### src/rtl/mips_pkg.sv
// Shared MIPS core types: mul/div opcodes, HI/LO unit states
// and a conditional two's-complement helper.
package mips_pkg;

  typedef enum logic [2:0] {
    MD_MULT  = 3'd0,
    MD_MULTU = 3'd1,
    MD_DIV   = 3'd2,
    MD_DIVU  = 3'd3,
    MD_MTHI  = 3'd4,
    MD_MTLO  = 3'd5
  } md_op_t;

  typedef enum logic [1:0] {
    IDLE,
    PREP,
    RUN,
    FIX
  } md_state_t;

  function automatic logic [31:0] neg_if(
    input logic [31:0] v,
    input logic        neg
  );
    return neg ? (~v + 32'd1) : v;
  endfunction

endpackage

### src/rtl/hilo_muldiv_if.sv
// Request/result bundle between the control unit and the
// HI/LO multiply/divide unit.
interface hilo_muldiv_if;
  logic        Start;
  logic [2:0]  Op;
  logic [31:0] OperandA;
  logic [31:0] OperandB;
  logic        Busy;
  logic        Done;
  logic        DivByZero;
  logic [31:0] Hi;
  logic [31:0] Lo;

  modport master (
    output Start, Op, OperandA, OperandB,
    input  Busy, Done, DivByZero, Hi, Lo
  );

  modport slave (
    input  Start, Op, OperandA, OperandB,
    output Busy, Done, DivByZero, Hi, Lo
  );
endinterface

### src/rtl/muldiv_step.sv
// One iteration of shift-add multiply or restoring divide
// on a packed {upper, lower} 64-bit accumulator.
module muldiv_step (
  input  logic [63:0] i_acc,
  input  logic [31:0] i_opnd,
  input  logic        i_is_div,
  output logic [63:0] o_acc,
  output logic        o_qbit
);

  logic [32:0] w_sum;
  logic [32:0] w_shl;
  logic        w_ge;
  logic [31:0] w_diff;

  // The true difference is below the divisor, so 32 bits hold it.
  always_comb begin
    w_sum  = {1'b0, i_acc[63:32]} + {1'b0, i_opnd};
    w_shl  = {i_acc[63:32], i_acc[31]};
    w_ge   = w_shl >= {1'b0, i_opnd};
    w_diff = w_shl[31:0] - i_opnd;
    o_qbit = 1'b0;
    o_acc  = i_acc;
    if (i_is_div) begin
      o_qbit = w_ge;
      o_acc  = {(w_ge ? w_diff : w_shl[31:0]),
                i_acc[30:0], 1'b0};
    end else if (i_acc[0]) begin
      o_acc = {w_sum, i_acc[31:1]};
    end else begin
      o_acc = {1'b0, i_acc[63:1]};
    end
  end

endmodule

### src/rtl/hilo_muldiv.sv
// Iterative MULT/MULTU/DIV/DIVU unit owning the HI/LO
// registers; 34 busy cycles per op, MTHI/MTLO in one.
module hilo_muldiv
  import mips_pkg::*;
(
  input  logic          clk,
  input  logic          reset_n,
  hilo_muldiv_if.slave  bus
);

  md_state_t   r_state;
  md_state_t   w_next;
  md_op_t      r_op;
  logic        r_sign_a;
  logic        r_sign_b;
  logic [31:0] r_a;
  logic [31:0] r_b;
  logic [31:0] r_mag_b;
  logic [63:0] r_acc;
  logic [4:0]  r_cnt;
  logic [31:0] r_hi;
  logic [31:0] r_lo;
  logic        r_done;
  logic        r_dbz;

  md_op_t      w_op;
  logic        w_start;
  logic        w_op_md;
  logic        w_op_sgn;
  logic        w_div_r;
  logic [63:0] w_step_acc;
  logic        w_qbit;
  logic [63:0] w_prod;
  logic [31:0] w_fix_hi;
  logic [31:0] w_fix_lo;

  assign w_op     = md_op_t'(bus.Op);
  assign w_start  = bus.Start && (r_state == IDLE);
  assign w_op_md  = ~bus.Op[2];
  assign w_op_sgn = (w_op == MD_MULT) || (w_op == MD_DIV);
  assign w_div_r  = (r_op == MD_DIV) || (r_op == MD_DIVU);

  muldiv_step u_step (
    .i_acc    (r_acc),
    .i_opnd   (r_mag_b),
    .i_is_div (w_div_r),
    .o_acc    (w_step_acc),
    .o_qbit   (w_qbit)
  );

  always_ff @(posedge clk) begin
    if (!reset_n) r_state <= IDLE;
    else          r_state <= w_next;
  end

  always_comb begin
    w_next = r_state;
    unique case (r_state)
      IDLE:    if (w_start && w_op_md) w_next = PREP;
      PREP:    w_next = RUN;
      RUN:     if (r_cnt == 5'd31) w_next = FIX;
      FIX:     w_next = IDLE;
      default: w_next = IDLE;
    endcase
  end

  // Sign latches are zero for unsigned ops, so no op test here.
  always_comb begin
    w_prod = r_acc;
    if (r_sign_a ^ r_sign_b) w_prod = ~r_acc + 64'd1;
    w_fix_hi = w_prod[63:32];
    w_fix_lo = w_prod[31:0];
    if (w_div_r) begin
      if (r_b == 32'd0) begin
        w_fix_hi = r_a;
        w_fix_lo = 32'hFFFF_FFFF;
      end else begin
        w_fix_hi = neg_if(r_acc[63:32], r_sign_a);
        w_fix_lo = neg_if(r_acc[31:0], r_sign_a ^ r_sign_b);
      end
    end
  end

  always_ff @(posedge clk) begin
    if (!reset_n) begin
      r_op     <= MD_MULT;
      r_sign_a <= 1'b0;
      r_sign_b <= 1'b0;
      r_a      <= '0;
      r_b      <= '0;
      r_mag_b  <= '0;
      r_acc    <= '0;
      r_cnt    <= '0;
      r_hi     <= '0;
      r_lo     <= '0;
      r_done   <= 1'b0;
      r_dbz    <= 1'b0;
    end else begin
      r_done <= (r_state == FIX);
      r_dbz  <= (r_state == FIX) && w_div_r
                && (r_b == 32'd0);
      unique case (r_state)
        IDLE: if (w_start) begin
          unique case (1'b1)
            w_op_md: begin
              r_op     <= w_op;
              r_a      <= bus.OperandA;
              r_b      <= bus.OperandB;
              r_sign_a <= w_op_sgn & bus.OperandA[31];
              r_sign_b <= w_op_sgn & bus.OperandB[31];
            end
            (w_op == MD_MTHI): r_hi <= bus.OperandA;
            (w_op == MD_MTLO): r_lo <= bus.OperandA;
            default: ;
          endcase
        end
        PREP: begin
          r_acc   <= {32'd0, neg_if(r_a, r_sign_a)};
          r_mag_b <= neg_if(r_b, r_sign_b);
          r_cnt   <= '0;
        end
        RUN: begin
          r_acc <= {w_step_acc[63:1],
                    w_step_acc[0] | w_qbit};
          r_cnt <= r_cnt + 5'd1;
        end
        FIX: begin
          r_hi <= w_fix_hi;
          r_lo <= w_fix_lo;
        end
        default: ;
      endcase
    end
  end

  assign bus.Busy      = (r_state != IDLE);
  assign bus.Done      = r_done;
  assign bus.DivByZero = r_dbz;
  assign bus.Hi        = r_hi;
  assign bus.Lo        = r_lo;

endmodule

### src/flat_wrapper.sv
// flat-port wrapper written by rule: the top's interface ports become plain ports
module hilo_muldiv_flat import mips_pkg::*;
  (clk, reset_n, bus_Start, bus_Op, bus_OperandA, bus_OperandB, bus_Busy, bus_Done, bus_DivByZero, bus_Hi, bus_Lo);
  hilo_muldiv_if bus_i ();
  input  logic clk;
  input  logic reset_n;
  input wire logic [$bits(bus_i.Start)-1:0] bus_Start;
  input wire logic [$bits(bus_i.Op)-1:0] bus_Op;
  input wire logic [$bits(bus_i.OperandA)-1:0] bus_OperandA;
  input wire logic [$bits(bus_i.OperandB)-1:0] bus_OperandB;
  output wire logic [$bits(bus_i.Busy)-1:0] bus_Busy;
  output wire logic [$bits(bus_i.Done)-1:0] bus_Done;
  output wire logic [$bits(bus_i.DivByZero)-1:0] bus_DivByZero;
  output wire logic [$bits(bus_i.Hi)-1:0] bus_Hi;
  output wire logic [$bits(bus_i.Lo)-1:0] bus_Lo;
  assign bus_i.Start = bus_Start;
  assign bus_i.Op = bus_Op;
  assign bus_i.OperandA = bus_OperandA;
  assign bus_i.OperandB = bus_OperandB;
  assign bus_Busy = bus_i.Busy;
  assign bus_Done = bus_i.Done;
  assign bus_DivByZero = bus_i.DivByZero;
  assign bus_Hi = bus_i.Hi;
  assign bus_Lo = bus_i.Lo;
  hilo_muldiv u_core (.clk(clk), .reset_n(reset_n), .bus(bus_i));
endmodule
### config.mk
export PLATFORM = sky130hd
export DESIGN_NAME = hilo_muldiv_flat
export DESIGN_NICKNAME = d
export VERILOG_FILES = /design/src/rtl/mips_pkg.sv /design/src/rtl/hilo_muldiv_if.sv /design/src/rtl/muldiv_step.sv /design/src/rtl/hilo_muldiv.sv /design/src/flat_wrapper.sv
export SDC_FILE = /design/constraint.sdc
export NUM_CORES = 1
export LEC_CHECK = 0
export ABC_AREA = 1
export CORE_UTILIZATION = 40
export CTS_BUF_LIST = sky130_fd_sc_hd__clkbuf_8
export DETAILED_ROUTE_END_ITERATION = 6
export GPL_TIMING_DRIVEN = 0
export PLACE_DENSITY_LB_ADDON = 0.12
export REMOVE_ABC_BUFFERS = 1
export SLEW_MARGIN = 10
export SYNTH_ARGS = -nofsm -noshare
export SYNTH_HDL_FRONTEND = slang
export SYNTH_SLANG_ARGS = --single-unit
export TNS_END_PERCENT = 1
### constraint.sdc
create_clock -name clk -period 2.5 [get_ports clk]
set_clock_uncertainty 0.2 [all_clocks]
set_input_delay 0.375 -clock clk [delete_from_list [all_inputs] [get_ports clk]]
set_output_delay 0.375 -clock clk [all_outputs]
set_load 0.02 [all_outputs]
# ---- Yosys cells after proc, flatten, opt, wreduce, memory -nomap -nowiden
# Index checks and enable logic that the tools add are counted.
dict set report totals {
  register_bits 237
  latch_bits 0
  ram_bits 0
  rom_bits 0
  inputBits 70
  output_inout_bits 67
  elab_cells 86
  n_memories 0
}
dict set report classes {
  add_sub_neg 8
  n_mul 0
  div_mod_pow 0
  n_lt_le_gt_ge 1
  eq_ne 14
  n_shift 0
  mux 24
  bitwise 10
  reduce_logical 16
}
# cell n
set ops {}
lappend ops {{32-bit two-way mux} 13}
lappend ops {{64-bit two-way mux} 3}
lappend ops {{32-bit by 1-bit adder with 32-bit output (second input constant)} 4}
lappend ops {{32-bit inverter} 4}
lappend ops {{32-bit case mux with 2 select lines} 2}
lappend ops {{64-bit case mux with 2 select lines} 1}
lappend ops {{64-bit by 1-bit adder with 64-bit output (second input constant)} 1}
lappend ops {{64-bit inverter} 1}
lappend ops {{32-bit by 32-bit adder with 33-bit output} 1}
lappend ops {{33-bit by 32-bit greater-or-equal comparator with 1-bit output} 1}
lappend ops {{32-bit logical NOT} 1}
lappend ops {{32-bit subtractor} 1}
lappend ops {{5-bit case mux with 2 select lines} 1}
lappend ops {{3-bit AND reduction} 3}
lappend ops {{2-bit equality test (second input constant)} 4}
lappend ops {{2-bit case mux with 4 select lines} 1}
lappend ops {{3-bit equality test (second input constant)} 2}
lappend ops {{2-bit inequality test (second input constant)} 3}
lappend ops {{2-bit nonzero test} 3}
lappend ops {{5-bit by 1-bit adder with 5-bit output (second input constant)} 1}
lappend ops {{5-bit equality test (second input constant)} 1}
lappend ops {{1-bit logical AND} 4}
lappend ops {{2-bit two-way mux} 2}
lappend ops {{2-bit by 1-bit inequality test with 1-bit output (second input constant)} 2}
lappend ops {{other kinds (11)} 13}

# ---- Longest topological paths before layout
# Gate-level depths: netlist of the first run.
dict set report logic_depth {
  word_depth 6
  depth_mapped 18
  ltp_nobuf 17
}

# ---- Modules after synthesis
# Synthesis of the first run repeated with hierarchy kept, for this count alone.
dict set report unflattened {
  hier_cells 3674
  hier_area_um2 20599.8
}
# mod instances cells_each area_per_inst_um2 seq_area_each_um2
set modules_own_cells {}
lappend modules_own_cells {hilo_muldiv 1 2327 14290.0 4724.5}
lappend modules_own_cells {muldiv_step 1 1347 6309.8 0.0}

# ---- Least setup slack after synthesis of the first run
# No wires, ideal clock.
dict set report synth_path {
  path_type {register -> register}
  start {register u_core.r_acc[0]}
  end {register u_core.r_lo[24], in the netlist u_core.bus.Lo[24]}
  setup_ns 0.120
  arrival_ns 2.334
  required_ns 2.180
  slack_ns -0.154
  path_stages_with_launch 15
  n_path_buf 2
  period_less_slack_ns 2.654
  path_cell_list {dfxtp_1 -> inv_1 -> clkbuf_1 -> clkbuf_1 -> ha_1 -> nand3_2 -> nor2_8 -> nand2_4 -> clkinv_1 -> nand2_1 -> o21ai_1 -> nand2_1 -> xor2_1 -> a21oi_1 -> a21oi_1}
}
dict set report synth_between {
  elab_chain_cells 6
  word_cells_on_any_way 9
  cone_classes {add/sub: 2; mux: 5; bitwise: 2}
}
# element line_no
set synth_lines {}
lappend synth_lines {{start: declaration} hilo_muldiv.sv:19} ;# logic [63:0] r_acc;
lappend synth_lines {{start signal: assignment} hilo_muldiv.sv:118} ;# r_acc <= {32'd0, neg_if(r_a, r_sign_a)};
lappend synth_lines {{start signal: assignment} hilo_muldiv.sv:123} ;# r_acc <= {w_step_acc[63:1],
lappend synth_lines {{32-bit inverter} mips_pkg.sv:25} ;# return neg ? (~v + 32'd1) : v;
lappend synth_lines {{32-bit by 1-bit adder with 32-bit output} mips_pkg.sv:25}
lappend synth_lines {{32-bit two-way mux} mips_pkg.sv:25}
lappend synth_lines {{32-bit two-way mux} hilo_muldiv.sv:74} ;# if (r_b == 32'd0) begin
lappend synth_lines {{32-bit two-way mux *} hilo_muldiv.sv:73} ;# if (w_div_r) begin
lappend synth_lines {{32-bit case mux with 2 select lines *} hilo_muldiv.sv:102} ;# unique case (r_state)
lappend synth_lines {{end signal: assignment} hilo_muldiv.sv:113} ;# (w_op == MD_MTLO): r_lo <= bus.OperandA;
lappend synth_lines {{end signal: assignment} hilo_muldiv.sv:129} ;# r_lo <= w_fix_lo;
lappend synth_lines {{end: declaration} hilo_muldiv.sv:22} ;# logic [31:0] r_lo;
# Mark *: on every way between the ends. The rest lies on a longest branch, timed or not.
# A chain may end at the register's enable or synchronous reset.

# ---- Worst setup path in the final report of the first run
dict set report layout_path {
  start {register u_core.r_mag_b[30]}
  end {register u_core.r_acc[33]}
}
dict set report layout_between {
  elab_chain_cells 4
}
# element line_no
set layout_lines {}
lappend layout_lines {{start: declaration} hilo_muldiv.sv:18} ;# logic [31:0] r_mag_b;
lappend layout_lines {{start signal: assignment} hilo_muldiv.sv:119} ;# r_mag_b <= neg_if(r_b, r_sign_b);
lappend layout_lines {{33-bit by 32-bit greater-or-equal comparator with 1-bit output} muldiv_step.sv:20} ;# w_ge = w_shl >= {1'b0, i_opnd};
lappend layout_lines {{32-bit two-way mux} muldiv_step.sv:26} ;# o_acc = {(w_ge ? w_diff : w_shl[31:0]),
lappend layout_lines {{64-bit two-way mux} muldiv_step.sv:24} ;# if (i_is_div) begin
lappend layout_lines {{64-bit case mux with 2 select lines} hilo_muldiv.sv:102}
# Every way passes these cells.

==> results.json, run 1 <==
{
  "status": "finished with violations",
  "violations": "negative setup slack",
  "clockBufferDepth": 3,
  "netSwitchingFraction_pct": 53.7,
  "grt_pass1_vias": 22200,
  "cp.arrival_ps": 2940,
  "gp_congestion": 0.985,
  "wirelength_mm": 91.9,
  "grt_overflow_total": 0,
  "leakage_nw": 12.1,
  "synth.top_cell.area_share_pct": 22.2,
  "dieHeight_um": 233,
  "yosysSeqAreaShare_pct": 22.2,
  "crit_required_ps": 2790,
  "place_ws_ps": -1990,
  "core_um2": 52600,
  "finish.instance_area_um2": 25900,
  "ant_nets": 0,
  "ys_seq_elements": 236,
  "rsz0062_at_grt": "yes",
  "vias_per_cell": 5.53,
  "power_mw": 26.9,
  "fin_crit_sh_pct": 106,
  "worstSetupPathType": "flip-flop to flip-flop",
  "max_freq_ghz": 0.377,
  "crit_fanout": 8,
  "yosysMostFrequentCell": "nand2_1",
  "fin_ws_ps": -154,
  "root_buffer": "clkbuf_8",
  "antenna_found_initial": 2,
  "rows": 84,
  "yosys-top-cells-count": "1,078 x nand2_1, 475 x inv_1, 325 x a21oi_1",
  "clk_pin_slew_ps": 60,
  "postPlaceCellArea_um2": 23000,
  "p_comb_share_pct": 63.6,
  "syn_to_final_growth_pct": 21.7,
  "fin_crit_ps": 2650,
  "wl_per_cell_um": 20.3,
  "ios": 137,
  "synth-edff-count": 0,
  "post-route-drc-count": 0,
  "cts_max_level": 2,
  "hold_violations": 0,
  "synth_cell_types": 57,
  "p_seq_share_pct": 21.6,
  "p_clk_share_pct": 14.8,
  "clock-sinks": 236,
  "initial_core_util_pct": 40.5,
  "power_density_nw_per_um2": 1040,
  "drt_iter0_drc": 2730,
  "synth_area_leaders": "dfxtp_1 22%, nand2_1 19%, inv_1 8.4%",
  "setup_viol": 85,
  "hp-class": "input port to flip-flop",
  "nets": 3957,
  "p_switching_mw": 14.5,
  "vias": 25100,
  "drive_gt1_share_pct": 13.4,
  "numCtsBuffers": 45,
  "grt_usage_pct": 32.8,
  "insertion_delay_ps": 640,
  "netlist_instances": 3703,
  "ys.warnings.count": 0,
  "endpoint_kind": "flip-flop",
  "drv_slew": 0,
  "syn_avg_cell_area_um2": 5.74,
  "io_buffers": 136,
  "grt_pass1_wl_mm": 136,
  "die_x_um": 233,
  "worst_pin_slew_ps": 938,
  "cts_tree": "yes",
  "synth_ff_type": "dfxtp_1",
  "intPower_mw": 12.4,
  "drt_first_pass_iters": 6,
  "die_area_um2": 54100,
  "async_reset_ff_share_pct": 0,
  "hpwl_mm": 63.6,
  "synth.cell_area_um2": 21300,
  "slew_headroom_pct": 37.0,
  "critPathLaunchType": "flip-flop",
  "cap_violations": 0,
  "grt_max_degree": 126,
  "yosysTopAreaCell": "dfxtp_1",
  "ir_worst_vdd_mv": 0.986
}
[per-stage QoR]
stage | util, % | hold WS, ps | cells | setup TNS [ps]
2_1_floorplan | - | 250 | 3537 | -350360
3_3_place_gp | 43.2 | 258 | 4361 | -1270310
3_5_place_dp | 43.8 | 265 | 4371 | -183480
4_1_cts | 47.3 | 82.3 | 4491 | -11690
5_1_grt | 49.2 | 123 | 4533 | -19780
6_report | 49.2 | 116 | 4533 | -6310
[cells in the final DEF (no fill, tap or decap), drive strengths merged, types with 4 or more instances in the layout]
master         instances
o21bai                 5
xor2                  39
clkbuf                59
nor2                 351
a41oi                  6
inv                  513
buf                   78
and2                   6
o211ai                27
nand2               1111
nor3                  39
or2                   12
nand4                 49
ha                    74
clkinv                12
a221oi                 5
nand3b                20
clkinvlp               8
and3                   4
clkdlybuf4s50        134
o21ai                323
a31oi                 40
a21oi                341
dfxtp                236
o221ai                10
nand3                322
[layer usage]
layer  GRT usage, %  vias to the layer above  part of all wire, %  routed length, µm
li1               -                    12300                    -                  -
met1           48.2                    11400                   46              41900
met2           47.3                     1214                   40              37000
met3           6.27                      161                   11               9710
met4           10.3                        2                  3.5               3260
met5              0                        -                0.014                 13
[state kept, by name (all words and copies together) (netlist names), 2 cells and up]
register,flops
u_core.r_acc,64
u_core.bus.Hi,32
u_core.bus.Lo,32
u_core.r_a,32
u_core.r_b,32
u_core.r_mag_b,32
u_core.r_cnt,5
u_core.r_state,2
[cell type report]
| cell class | instances | area (µm²) |
|---|---|---|
| Inverter | 510 | 2000 |
| Multi-Input combinational cell | 2802 | 14900 |
| Tap cell | 688 | 861 |
| Clock buffer | 59 | 812 |
| Clock inverter | 21 | 104 |
| Timing Repair Buffer | 214 | 2280 |
| Sequential cell | 236 | 4940 |
| Antenna cell | 1 | 2.50 |
| Timing Repair inverter | 2 | 10.0 |
| Fill cell | 5689 | 26700 |
[worst max-delay path: stages, from the launching register on]
cell,delay [ps]
dfxtp_2,360
inv_1,100
ha_4,270
nand2_1,70
nand2_1,140
nand2_1,90
nand2_1,70
a21oi_2,150
nand2_2,110
nor2_8,280
nand2_8,140
buf_4,170
nand2_1,50
nand3_1,110
nand3_1,100
a21oi_1,80
[repair_timing]
action | 4_1_cts | 5_1_grt
hold endpoints to repair | 51 | 0
setup buffers | 31 | 36
pin swaps | 21 | 20
setup endpoints to repair | 188 | 163
hold buffers | 1 | 0
resized for setup | 166 | 159
gates cloned | 8 | 5
[cells by family after synthesis]
family	count (synthesis)	synth area share [%]
compound gates	767	19.6
fa+ha+maj	76	4.54
buf+inv	676	12.6
flops	236	22.2
simple gates	1906	39.3
xor+xnor	42	1.73
[worst paths after layout]
check / start / end / slack, ps / cells past startpoint
setup reg to reg: u_core.r_mag_b[30]$_SDFFE_PN0N_ / u_core.r_acc[33]$_SDFFE_PN0P_ / -150 / 15
setup / recovery: u_core.r_mag_b[30]$_SDFFE_PN0N_ / u_core.r_acc[33]$_SDFFE_PN0P_ / -150 / 15
hold reg to reg: u_core.r_cnt[4]$_SDFFE_PN0P_ / u_core.r_cnt[4]$_SDFFE_PN0P_ / 270 / 2
hold / removal: bus_OperandA[9] / u_core.r_a[9]$_SDFFE_PN0P_ / 120 / 3
[power groups by stage]
| stage | sequential [mW] | clock (mW) | combinational [mW] |
|---|---|---|---|
| after floorplan | 5.76 | 0 | 9.10 |
| after global placement | 5.82 | 0 | 13.8 |
| after detailed placement | 5.79 | 0 | 14.3 |
| after CTS | 5.71 | 4.08 | 15.6 |
| after global routing | 5.87 | 4.22 | 18.5 |
| final | 5.80 | 3.99 | 17.1 |
(Power assumes the default switching activity.)
==> run 2, diff against run 1 <==
CORE_UTILIZATION = 50   (was 40)
DONT_BUFFER_PORTS = 1   (was not set)
TNS_END_PERCENT = not set   (was 1)
==> run 2 against run 1 <==
Net effect:
- the flow finishes with violations (design-rule violations, negative setup slack)
- final cell count shrank 1.2%
- clock power grew 5%
- utilization grew 18 points
- sequential cell count is the same
- register-to-register slack gained 50 ps
- first-iteration DRC count grew 25%
- total power grew 12%
- fmax grew 1.8%
- via count grew 7.8%
- die area shrank 20%
- sequential share of layout area shrank 1.4 points
- worst setup slack gained 46 ps
- critical path type unchanged
==> results.json, run 2 (synthesis gave the netlist of run 1 again) <==
{
  "status": "finished with violations",
  "violations": "design-rule violations, negative setup slack",
  "cap_violations": 0,
  "clk_pin_slew_ps": 60,
  "slew_headroom_pct": 37.9,
  "reg2reg_from": "u_core.r_mag_b[3]$_SDFFE_PN0N_",
  "setup_viol": 18,
  "die_x_um": 208,
  "clockBufferDepth": 3,
  "grtUsageMet2_pct": 61.9,
  "io_buffers": 0,
  "crit_required_ps": 2750,
  "clock-sinks": 236,
  "grt_pass1_vias": 24200,
  "leakage_nw": 13.0,
  "antenna_found_initial": 1,
  "power_density_nw_per_um2": 1070,
  "hp-class": "input port to flip-flop",
  "fin_crit_ps": 2610,
  "wl_per_cell_um": 22.3,
  "power_mw": 30.2,
  "drt_first_pass_iters": 7,
  "layout_common_cells": "950 x nand2_1, 433 x inv_1, 307 x a21oi_1",
  "whs_path_depth": 2,
  "cts_tree": "yes",
  "crit_start": "u_core.r_mag_b[3]$_SDFFE_PN0N_",
  "hpwl_mm": 63.7,
  "drive_gt1_share_pct": 23.1,
  "numCtsBuffers": 44,
  "cp.arrival_ps": 2860,
  "n_antenna_cell": 0,
  "gp_congestion": 0.999,
  "root_buffer": "clkbuf_8",
  "ir_worst_vdd_mv": 0.903,
  "cpMostUsedCell": "nand2_2",
  "max_stage_delay_ps": 430,
  "drt_iter0_drc": 3406,
  "regMostFlops": "u_core.r_acc",
  "postPlaceCellArea_um2": 21400,
  "vias": 27000,
  "dieHeight_um": 208,
  "nets": 4055,
  "worstSetupPathType": "flip-flop to flip-flop",
  "gr-usage-met3_pct": 13.4,
  "grt_usage_pct": 43.5,
  "final_common_cell": "nand2_1",
  "endpoint_kind": "flip-flop",
  "syn_to_final_growth_pct": 32.2,
  "cp_slowest_cell": "dfxtp_4",
  "ant_nets": 0,
  "ios": 137,
  "largest_reg_flops": 64,
  "met1_usage_pct": 61.1,
  "crit_chain": "inv_4, ha_4, nand2_4, inv_2, nand2_2, nand2_2, nand2_2, nand3_4, nand2_4, nand2_4, nand2_8, buf_12, nand2_8, nor2_4, buf_8, nand2_2, nand4_1, a21oi_1",
  "cts_max_level": 2,
  "rrSetupSlack_ps": -110,
  "hold_slack_ps": 76.3,
  "grt_overflow_total": 0,
  "worst_pin_slew_ps": 931,
  "max_freq_ghz": 0.383,
  "die_area_um2": 43300,
  "rsz0062_at_grt": "yes",
  "instances_no_fill": 4479,
  "dp.cells": 4086,
  "final_util_pct": 67.0,
  "post-route-drc-count": 1,
  "top_usage_layer": "met2",
  "fillerInstances": 3751,
  "grt_max_degree": 147,
  "wirelength_mm": 100,
  "drv_slew": 0,
  "holdCritStartpoint": "reset_n",
  "reg2reg_depth": 18,
  "fin_crit_sh_pct": 104,
  "core_um2": 41900,
  "hold_violations": 0,
  "initial_core_util_pct": 50.7,
  "insertion_delay_ps": 640,
  "critPathLaunchType": "flip-flop",
  "crit_fanout": 8,
  "rows": 75,
  "vias_per_cell": 6.03,
  "fin_ws_ps": -108,
  "grt_pass1_wl_mm": 144,
  "finish.instance_area_um2": 28100
}
==> run 2: cell count changes in the layout (fill, tap and decap cells not counted), sizes merged, moves of 2 or more <==
cell	change
clkdlybuf4s50	-134
buf	+131
dlygate4sd3	+96
clkinv	-4
bufbuf	+3
clkbuf	+3
clkinvlp	+3
inv	-3
bufinv	+2
==> run 2: area by class of cell <==
type,count,area [µm²],share of cell area [%]
Clock buffer,60,826,2.94
Clock inverter,17,138,0.490
Inverter,510,2030,7.21
Multi-Input combinational cell,2802,16100,57.5
Sequential cell,236,4990,17.8
Tap cell,539,674,2.40
Timing Repair Buffer,311,3270,11.6
Timing Repair inverter,4,31.3,0.111
==> run 2: where the power goes <==
group	internal (mW)	leakage, nW	switching (mW)	total [mW]
registers	4.73	1.98	1.52	6.26
logic	7.18	10.5	12.6	19.8
clock network	2.34	0.529	1.83	4.17
==> run 2: final timing paths <==
check	to
worst min register to register	u_core.r_cnt[4]$_SDFFE_PN0P_
worst max-delay path	u_core.r_acc[45]$_SDFFE_PN0P_
worst max register to register	u_core.r_acc[45]$_SDFFE_PN0P_
worst min-delay path	u_core.r_sign_a$_SDFFE_PN0P_
==> run 2: timing repair <==
action,CTS,global route
hold endpoints to repair,184,0
gates cloned,15,6
resized for setup,397,310
pin swaps,62,118
buffers inserted,136,66
endpoints found under the setup margin,182,120
hold buffers,98,0
==> run 2: routing by layer <==
metal	up-vias	wire, µm
met2	1739	40300
met3	276	14200
met4	2	4120
met5	-	13
li1	12500	-
met1	12500	41300
==> run 2: worst max-delay path, delay by kind of cell (launching register included) <==
family / cells / cell delay, ps
AOI/OAI and AO/OA: 1 / 70
adders and majority gates: 1 / 260
buffers and inverters: 4 / 370
DFF: 1 / 430
and+or+nand+nor: 12 / 1060
==> run 2: metrics by stage <==
stage	setup TNS (ps)	setup WS [ps]
after floorplan	-350360	-4240
after global placement	-959550	-9310
after detailed placement	-190720	-2320
after CTS	-285	-50.7
after global routing	-2850	-234
final	-840	-108
